--- config.mk ---
export PLATFORM = sky130hd
export DESIGN_NAME = spi_frame_packetizer
export DESIGN_NICKNAME = d
export VERILOG_FILES = /design/src/rtl/spi_pkg.sv /design/src/rtl/meas_fifo.sv /design/src/rtl/spi_frame_packetizer.sv
export SDC_FILE = /design/constraint.sdc
export NUM_CORES = 1
export LEC_CHECK = 0
export BUFFER_PORTS_ARGS = -buffer_cell sky130_fd_sc_hd__buf_2
export CAP_MARGIN = 40
export CORE_MARGIN = 3
export CORE_UTILIZATION = 62
export DETAILED_ROUTE_END_ITERATION = 7
export GPL_ROUTABILITY_DRIVEN = 0
export HOLD_SLACK_MARGIN = 0.06
export PLACE_DENSITY = 0.88
export SYNTH_ARGS = -nofsm -noshare
export SYNTH_HDL_FRONTEND = slang
export SYNTH_SLANG_ARGS = --single-unit
--- constraint.sdc ---
create_clock -name clk -period 9.8 [get_ports clk]
set_clock_uncertainty 0.05 [all_clocks]
set_input_delay 0 -clock clk [delete_from_list [all_inputs] [get_ports clk]]
set_output_delay 0 -clock clk [all_outputs]
set_load 0.05 [all_outputs]
--- src/rtl/spi_pkg.sv ---
// Shared types and constants for the SPI frame packetizer.
package spi_pkg;

    typedef enum logic [2:0] {
        ST_IDLE,
        ST_SYNC,
        ST_COUNT,
        ST_DATA_HI,
        ST_DATA_LO,
        ST_CSUM
    } pkt_state_t;

    localparam logic [7:0] SYNC_BYTE_DEF = 8'hA5;
    localparam logic [7:0] IDLE_BYTE_DEF = 8'hFF;

    // Bytes on the wire for one frame: sync, count, two per word, checksum.
    function automatic int frame_len(input int words);
        return 3 + 2 * words;
    endfunction

endpackage

--- src/rtl/meas_fifo.sv ---
// Synchronous 16-bit word FIFO with registered fill count and first-word head output.
module meas_fifo #(
    parameter int DEPTH = 16,
    parameter int AW    = (DEPTH > 1) ? $clog2(DEPTH) : 1
) (
    input  logic          clk,
    input  logic          rst,
    input  logic          push,
    input  logic          pop,
    input  logic [15:0]   wdata,
    output logic [15:0]   head,
    output logic [AW:0]   fill,
    output logic          full,
    output logic          empty
);

    logic [15:0]   mem [DEPTH];
    logic [AW-1:0] wr_ptr;
    logic [AW-1:0] rd_ptr;
    logic          do_push;
    logic          do_pop;

    assign full    = (fill == (AW+1)'(DEPTH));
    assign empty   = (fill == '0);
    assign do_push = push && !full;
    assign do_pop  = pop && !empty;
    assign head    = mem[rd_ptr];

    function automatic logic [AW-1:0] next_ptr(input logic [AW-1:0] p);
        return (p == AW'(DEPTH - 1)) ? '0 : p + 1'b1;
    endfunction

    always_ff @(posedge clk) begin
        if (do_push) mem[wr_ptr] <= wdata;
    end

    always_ff @(posedge clk) begin
        if (rst) begin
            wr_ptr <= '0;
            rd_ptr <= '0;
            fill   <= '0;
        end else begin
            if (do_push) wr_ptr <= next_ptr(wr_ptr);
            if (do_pop)  rd_ptr <= next_ptr(rd_ptr);
            case ({do_push, do_pop})
                2'b10:   fill <= fill + 1'b1;
                2'b01:   fill <= fill - 1'b1;
                default: fill <= fill;
            endcase
        end
    end

endmodule

--- src/rtl/spi_frame_packetizer.sv ---
// Packs buffered measurement words into sync/count/data/checksum byte frames for the SPI slave.
module spi_frame_packetizer
    import spi_pkg::*;
#(
    parameter int         WORDS_PER_FRAME = 8,
    parameter int         FIFO_DEPTH      = 16,
    parameter logic [7:0] SYNC_BYTE       = SYNC_BYTE_DEF,
    parameter logic [7:0] IDLE_BYTE       = IDLE_BYTE_DEF
) (
    input  logic        clk,
    input  logic        rst,
    input  logic [15:0] meas_data,
    input  logic        meas_valid,
    output logic        meas_ready,
    input  logic        byte_sent,
    output logic [7:0]  tx_byte,
    output logic        frame_busy,
    output logic        frame_done
);

    localparam int         AW      = (FIFO_DEPTH > 1) ? $clog2(FIFO_DEPTH) : 1;
    localparam logic [7:0] COUNT_B = 8'(WORDS_PER_FRAME);
    localparam logic [7:0] LAST_W  = 8'(WORDS_PER_FRAME - 1);

    pkt_state_t  state;
    logic [7:0]  word_cnt;
    logic [7:0]  csum;
    logic [15:0] head;
    logic [AW:0] fill;
    logic        full;
    logic        empty;
    logic        push;
    logic        pop;
    logic        frame_avail;
    logic        adv;

    assign meas_ready  = !full;
    assign push        = meas_valid && meas_ready;
    assign adv         = byte_sent && !rst;
    assign pop         = adv && (state == ST_DATA_HI);
    assign frame_avail = !empty && (fill >= (AW+1)'(WORDS_PER_FRAME));

    meas_fifo #(.DEPTH(FIFO_DEPTH), .AW(AW)) u_fifo (
        .clk   (clk),
        .rst   (rst),
        .push  (push),
        .pop   (pop),
        .wdata (meas_data),
        .head  (head),
        .fill  (fill),
        .full  (full),
        .empty (empty)
    );

    always_ff @(posedge clk) begin
        if (rst) begin
            state      <= ST_IDLE;
            tx_byte    <= IDLE_BYTE;
            word_cnt   <= '0;
            csum       <= '0;
            frame_busy <= 1'b0;
            frame_done <= 1'b0;
        end else begin
            frame_done <= 1'b0;
            if (adv) begin
                case (state)
                    ST_IDLE, ST_CSUM: begin
                        frame_done <= (state == ST_CSUM);
                        if (frame_avail) begin
                            state      <= ST_SYNC;
                            tx_byte    <= SYNC_BYTE;
                            word_cnt   <= '0;
                            csum       <= '0;
                            frame_busy <= 1'b1;
                        end else begin
                            state      <= ST_IDLE;
                            tx_byte    <= IDLE_BYTE;
                            frame_busy <= 1'b0;
                        end
                    end
                    ST_SYNC: begin
                        state   <= ST_COUNT;
                        tx_byte <= COUNT_B;
                        csum    <= csum + COUNT_B;
                    end
                    ST_COUNT: begin
                        state   <= ST_DATA_HI;
                        tx_byte <= head[15:8];
                        csum    <= csum + head[15:8];
                    end
                    ST_DATA_HI: begin
                        state   <= ST_DATA_LO;
                        tx_byte <= head[7:0];
                        csum    <= csum + head[7:0];
                    end
                    ST_DATA_LO: begin
                        // The head was popped on DATA_LO entry, so it now shows the next word.
                        if (word_cnt == LAST_W) begin
                            state   <= ST_CSUM;
                            tx_byte <= csum;
                        end else begin
                            state    <= ST_DATA_HI;
                            tx_byte  <= head[15:8];
                            csum     <= csum + head[15:8];
                            word_cnt <= word_cnt + 1'b1;
                        end
                    end
                    default: begin
                        state      <= ST_IDLE;
                        tx_byte    <= IDLE_BYTE;
                        frame_busy <= 1'b0;
                    end
                endcase
            end
        end
    end

endmodule

Yosys cells after proc, flatten, opt, wreduce, memory -nomap -nowiden. Memories as Yosys holds them, arrays and structs flattened. A register that Yosys moved wholly into a read port is not among the register bits. Cells that the tools add are included.

Register bits: 42. Bits in latches: 0. RAM bits: 256. ROM bits: 0. Output and inout bits: 11. Logic and storage cells: 75. Memories kept: 1.

Memory list: u_fifo.mem (words 16, width 16, read ports 1, clocked after memory_dff 1, wr ports 1, RTL line meas_fifo.sv:17) `logic [15:0] mem [DEPTH];`.

Add/sub/neg operators: 8. $mul: 0. Divide/modulo/power cells: 0. $lt $le $gt $ge: 1. Equal/unequal tests: 13. Shift-type cells: 0. Muxes and demuxes: 20. Bitwise logic cells: 3. Reductions and logical operators: 20.

Operators by type and width (count): case mux 8 bit (5 select lines) (2); 2-to-1 mux 8 bit (4); adder 8 bit (2); 2-to-1 mux 4 bit (4); case mux 8 bit (2 select lines) (1); case mux 3 bit (5 select lines) (1); case mux 5 bit (2 select lines) (1); adder 4 x 1 -> 4 bit (second input constant) (2); adder 8 x 1 -> 8 bit (second input constant) (1); adder 8 x 4 -> 8 bit (second input constant) (1); == test 4 bit (second input constant) (2); == test 8 x 3 -> 1 bit (second input constant) (1); AND reduction 4 bit (2); 2-to-1 mux 7 bit (1); == test 3 x 2 -> 1 bit (second input constant) (2); == test 3 bit (second input constant) (2); logical AND 1 bit (6); adder 5 x 1 -> 5 bit (second input constant) (1); == test 5 bit (second input constant) (1); greater-or-equal comparator 5 x 4 -> 1 bit (second input constant) (1); logical NOT 5 bit (1); nonzero test 5 bit (1); subtractor 5 x 1 -> 5 bit (second input constant) (1); 2-to-1 mux 1 bit (4); 14 further kinds (20).

Longest topological paths before layout.
Word-level depth: 6. Depth in mapped cells: 19. Mapped depth without buffers: 15.

By module. From an unflattened synthesis, not the netlist that was laid out.

Cells, all modules: 748. Area total of the unflattened synthesis: 13107.6 um2.

By module, submodules not included: meas_fifo (instances 1, cells an instance 474, area an instance 10822.9 um2); spi_frame_packetizer (instances 1, cells an instance 274, area an instance 2284.7 um2).

Worst setup path before layout. No wires, ideal clock.

Kind: reg2reg. Start point: register with a tool-made name. End point: register csum[7]. Library setup time: 74 ps. Arrival time: 3525 ps. Data required time: 9676 ps. Path slack: 6151 ps. Stages on the path, launching flop included: 16. Path buffers: 3. Clock period less this slack: 3649 ps. Cell sequence: dfxtp_1 buf_6 buf_12 buf_6 mux4_2 mux4_2 nand2_1 o21ai_0 ha_1 a21o_1 a21oi_1 a21oi_1 nor3b_1 xnor2_1 or3_1 a31oi_1.

RTL lines: end signal, assigned (RTL line spi_frame_packetizer.sv:84) `csum <= csum + COUNT_B;`; end signal, assigned (RTL line spi_frame_packetizer.sv:89) `csum <= csum + head[15:8];`; end signal, assigned (RTL line spi_frame_packetizer.sv:94) `csum <= csum + head[7:0];`; end, declared (RTL line spi_frame_packetizer.sv:27) `logic [7:0] csum;`.

==> results by stage <==
Routing:
- After detailed routing, the number of remaining DRC violations is 0.
- In this run, the number of DRC markers left after iteration 0 of detailed routing was 1028.
- The first detailed-routing pass ran for 5 iterations.
- Dividing the detail-routed via count by the number of cells gives 6.66.
- The routed length per placed instance is 27.0 um.
- In this run the remaining antenna-violating nets after routing total 0.
- The routed design has ~30 mm of wire.
- Detailed routing inserted a total of 7477 vias.

Clock tree:
- The longest clock path from root to sink contains 3 buffers.
- The clock latency reported for the late side of the worst-skew pair is roughly 0.57 ns.
- The number of levels in the clock H-tree is 1.
- TritonCTS built the clock tree.
- The number of sinks handled by clock tree synthesis is 302.
- Clock-pin slew was measured on the worst setup and hold paths at 0.07 ns.
- Post-CTS repair changed the size of 0 cells.
- The root buffer cell chosen for the clock tree is sky130_fd_sc_hd__clkbuf_16.
- TritonCTS created 29 clock buffers.

Cells and area:
- The finished layout holds 1122 standard cells, fillers aside.
- The sequential cell area is 8610 um^2.
- 0 antenna diodes ended up in the layout.
- For this run, the post-layout net count is 876.
- After filler insertion, the fill cell instance count of the layout stands at 1129.
- Summing all multi-input logic gate instances after layout gives just under 4000 um^2.
- In the final layout, the share of cells above drive strength 1 is 0.203.
- The finished layout cell area is 14300 um^2.
- From synthesis to final layout, the design area changed by 12.4%.

Yosys:
- The area of the mapped netlist is around 13000 um^2.
- The number of different library cells in the post-synthesis netlist is 61.
- In this run the mean area of a mapped cell was 16.5 um^2.
- The gate count of the mapped netlist is 771.
- The share of Yosys cell area claimed by the top area cell type is 0.603.
- The number of warning messages in the yosys log is 0.
- For this run, the register share of the synthesized area comes to 0.676.
- The synthesized design spends more area on one cell type than any other, namely sky130_fd_sc_hd__edfxtp_1.
- The post-synthesis register bit count is 302.
- Yosys attributes the largest share of cell area to sky130_fd_sc_hd__edfxtp_1, sky130_fd_sc_hd__mux4_2, sky130_fd_sc_hd__dfxtp_1, sky130_fd_sc_hd__mux4_1, sky130_fd_sc_hd__ha_1.
- In this run, synthesis inferred 256 flip-flops with an integrated enable.
- The total nets after synthesis is 811.
- In the synthesized netlist the dominant register cell turns out to be sky130_fd_sc_hd__edfxtp_1.
- For this run, asynchronously set or reset flops after synthesis account for 0.

STA:
- The slew at the pin closest to its max-slew limit is 0.855 ns.
- The shortest clock period the worst path allows after layout is 4.67 ns.
- Setup violations remaining at the end of the flow were counted as 0.
- Setup slack on the critical path of the routed design comes to 5.13 ns.
- The count of pins over their slew limit is 0.
- The post-route setup TNS is 0 ns.
- The maximum clock frequency is around 210 MHz.
- Measured against its own limit, the worst slew margin works out to 0.430.
- Setup repair after global routing left no endpoint under its margin.
- In the finished design, the share of the clock period the worst path needs comes to 0.476.
- The count of endpoints failing hold in the final timing report came to 0.

Flow run:
- The number of maximum-capacitance violations is 0.

Placed design:
- The cell total after placement is 1050.
- Prior to clock tree synthesis, the placed netlist has a worst setup slack of 5.17 ns.
- The count of buffers added on input and output ports is 30.
- After detailed placement, the total cell area comes to about 13000 um^2.
- The HPWL after detailed placement is between 15 and 20 mm.

GRT:
- The routing usage on met2 is 0.473.
- The initial antenna violation count was 0.
- The first global-routing pass estimated between 40 and 50 mm of wire.
- For met1 alone, demand over resource in global routing was 0.378.
- Entering global routing, the biggest net connects between 50 and 60 pins.
- The most used routing layer in global routing is met2.
- The total routing resource utilization after global routing is 0.280.
- The total overflow reported by the global router is 0.
- The via count of the first global-routing pass came to 7660.
- The fraction of met3 tracks used by global routing is 0.0468.

Worst setup path:
- The path depth of the worst reg2reg path is 13.
- The internal reg-to-reg setup slack is 5.13 ns.
- For the worst setup path, the data required time is 10.24 ns.
- Data arrives at the worst endpoint at 5.11 ns.
- Of all nets on the critical path, the largest fanout is 35.
- The critical path is of the flip-flop to flip-flop type.
- The critical path startpoint category is a flip-flop.
- The worst setup path is captured at a flip-flop.
- The capture point of the worst reg-to-reg path is csum[7]$_SDFFE_PP0P_.

Floorplanning:
- The number of primary I/O pins is 31.
- The overall die height is 149 um.
- The core area is 19800 um^2.
- The die covers 22300 um^2.
- The starting density of the core is 0.642.
- The number of core rows is 51.
- The horizontal die dimension is 149 um.

Hold path:
- For hold timing, the worst endpoint is u_fifo.mem[14][4]$_DFFE_PP_.
- The type of the tightest min-delay check is input port to flip-flop.
- Counting instances, the worst hold path has a depth of 2.
- The hold path startpoint is meas_data[4].

Power and ir drop:
- The leakage power is roughly 4.7 nW.
- The total power density per cell area is 188 nW/um^2.
- VDD sags by at most roughly 0.00015 V.

Run status:
- The run finished with clean final reports.
==> cells in the final DEF, fill, tap and decap left out, types with 10 or more instances in the layout <==
cell type	netlist	layout
sky130_fd_sc_hd__mux4_1	15	15
sky130_fd_sc_hd__buf_2	8	30
sky130_fd_sc_hd__clkbuf_16	0	29
sky130_fd_sc_hd__ha_1	18	18
sky130_fd_sc_hd__nand2b_1	10	10
sky130_fd_sc_hd__nor3_1	16	12
sky130_fd_sc_hd__a21oi_1	40	40
sky130_fd_sc_hd__mux2i_1	16	16
sky130_fd_sc_hd__nor2_1	56	56
sky130_fd_sc_hd__dfxtp_1	46	43
sky130_fd_sc_hd__nand2_1	50	50
sky130_fd_sc_hd__edfxtp_1	256	256
sky130_fd_sc_hd__inv_1	13	13
sky130_fd_sc_hd__mux4_2	56	56
sky130_fd_sc_hd__buf_4	6	21
sky130_fd_sc_hd__dlygate4sd3_1	0	20
sky130_fd_sc_hd__o21ai_0	21	21
==> repair_timing <==
item | CTS | global route
hold buffers | 20 | 0
hold endpoints to repair | 290 | 0
setup buffers | 0 | 0
==> Yosys cell counts, drive strengths merged (2+ instances only) <==
master and count:
mux4 71, o21a 3, a21oi 42, or4 2
xnor2 8, nand2 50, a22oi 3, or3 9
nor4 2, nand4 3, mux2 8, and2 2
or2 2, clkbuf 15, mux2i 17, a41oi 2
a21o 6, a32oi 2, o311a 2, o211ai 4
nor3 17, nor3b 4, a31oi 4, fa 2
nand2b 11, a211oi 4, xor2 8, nor2 57
inv 14, dfxtp 46, o21ai 24, nand3 9
edfxtp 256, nor2b 9, buf 22, ha 18
o311ai 2
==> area by class of cell <==
cell class                 instances  share of cell area
clock buffer                      33              0.0524
clock inverter                    19              0.0146
inverter                          14             0.00367
multi-input combinational        418               0.269
sequential                       302               0.601
tap                              265              0.0231
timing repair buffer              71              0.0355
==> stage by stage <==
| stage | total power, W | util | hold slack (ns) |
|---|---|---|---|
| CTS | 0.00270 | 0.722 | 0.291 |
| global route | 0.00277 | 0.722 | 0.318 |
| detailed placement | 0.00158 | 0.663 | 0.335 |
| global placement | 0.00157 | 0.663 | 0.306 |
| finish | 0.00270 | 0.722 | 0.300 |
| floorplan | 0.00153 | - | 0.0489 |
==> worst max-delay path: stages (launching register included) <==
cell,delay [ns]
sky130_fd_sc_hd__dfxtp_4,0.70
sky130_fd_sc_hd__buf_4,0.63
sky130_fd_sc_hd__mux4_2,0.61
sky130_fd_sc_hd__mux2_2,0.29
sky130_fd_sc_hd__o21ai_0,0.32
sky130_fd_sc_hd__o21ai_0,0.16
sky130_fd_sc_hd__ha_1,0.36
sky130_fd_sc_hd__o21a_1,0.23
sky130_fd_sc_hd__nor2_1,0.13
sky130_fd_sc_hd__mux2i_1,0.09
sky130_fd_sc_hd__nor3b_1,0.37
sky130_fd_sc_hd__xnor2_1,0.12
sky130_fd_sc_hd__or3_1,0.31
sky130_fd_sc_hd__a31oi_1,0.16
==> power breakdown <==
part | internal, W | total (W) | switching, W | leakage, nW
sequential | 0.00141 | 0.00142 | 0.0000139 | 2.69
combinational | 0.0000494 | 0.000139 | 0.0000898 | 1.56
clock | 0.000655 | 0.00114 | 0.000480 | 0.472
total | 0.00211 | 0.00270 | 0.000584 | 4.72
==> how the worst max path moves through the flow <==
stage / startpoint / to / slack [ns]
4_1_cts: flip-flop / csum[7]$_SDFFE_PP0P_ / 5.14
3_3_place_gp: flip-flop / csum[7]$_SDFFE_PP0P_ / 5.28
3_5_place_dp: flip-flop / csum[7]$_SDFFE_PP0P_ / 5.17
5_1_grt: flip-flop / csum[7]$_SDFFE_PP0P_ / 4.88
2_1_floorplan: flip-flop / csum[7]$_SDFFE_PP0P_ / 6.15
6_report: flip-flop / csum[7]$_SDFFE_PP0P_ / 5.13
==> routing by layer <==
layer / up-vias / part of all wire
met5: - / 0
met3: 79 / 0.088
li1: 3163 / -
met2: 487 / 0.51
met4: 0 / 0.032
met1: 3748 / 0.37
==> cell families after synthesis <==
logic type / after synthesis / share of synthesized area
flops: 302 / 0.676
simple gates: 179 / 0.0658
compound gates: 107 / 0.0522
mux: 96 / 0.151
buf+inv: 51 / 0.0232
fa+ha+maj: 20 / 0.0208
xor+xnor: 16 / 0.0110
==> flip-flops by register name, summed over array words and instances (netlist names), named ones only <==
register,count
u_fifo.fill,5
csum,8
u_fifo.mem,256
u_fifo.rd_ptr,4
u_fifo.wr_ptr,4
frame_busy,1
tx_byte,8
state,3
word_cnt,8
frame_done,1
(Power assumes the default switching activity.)
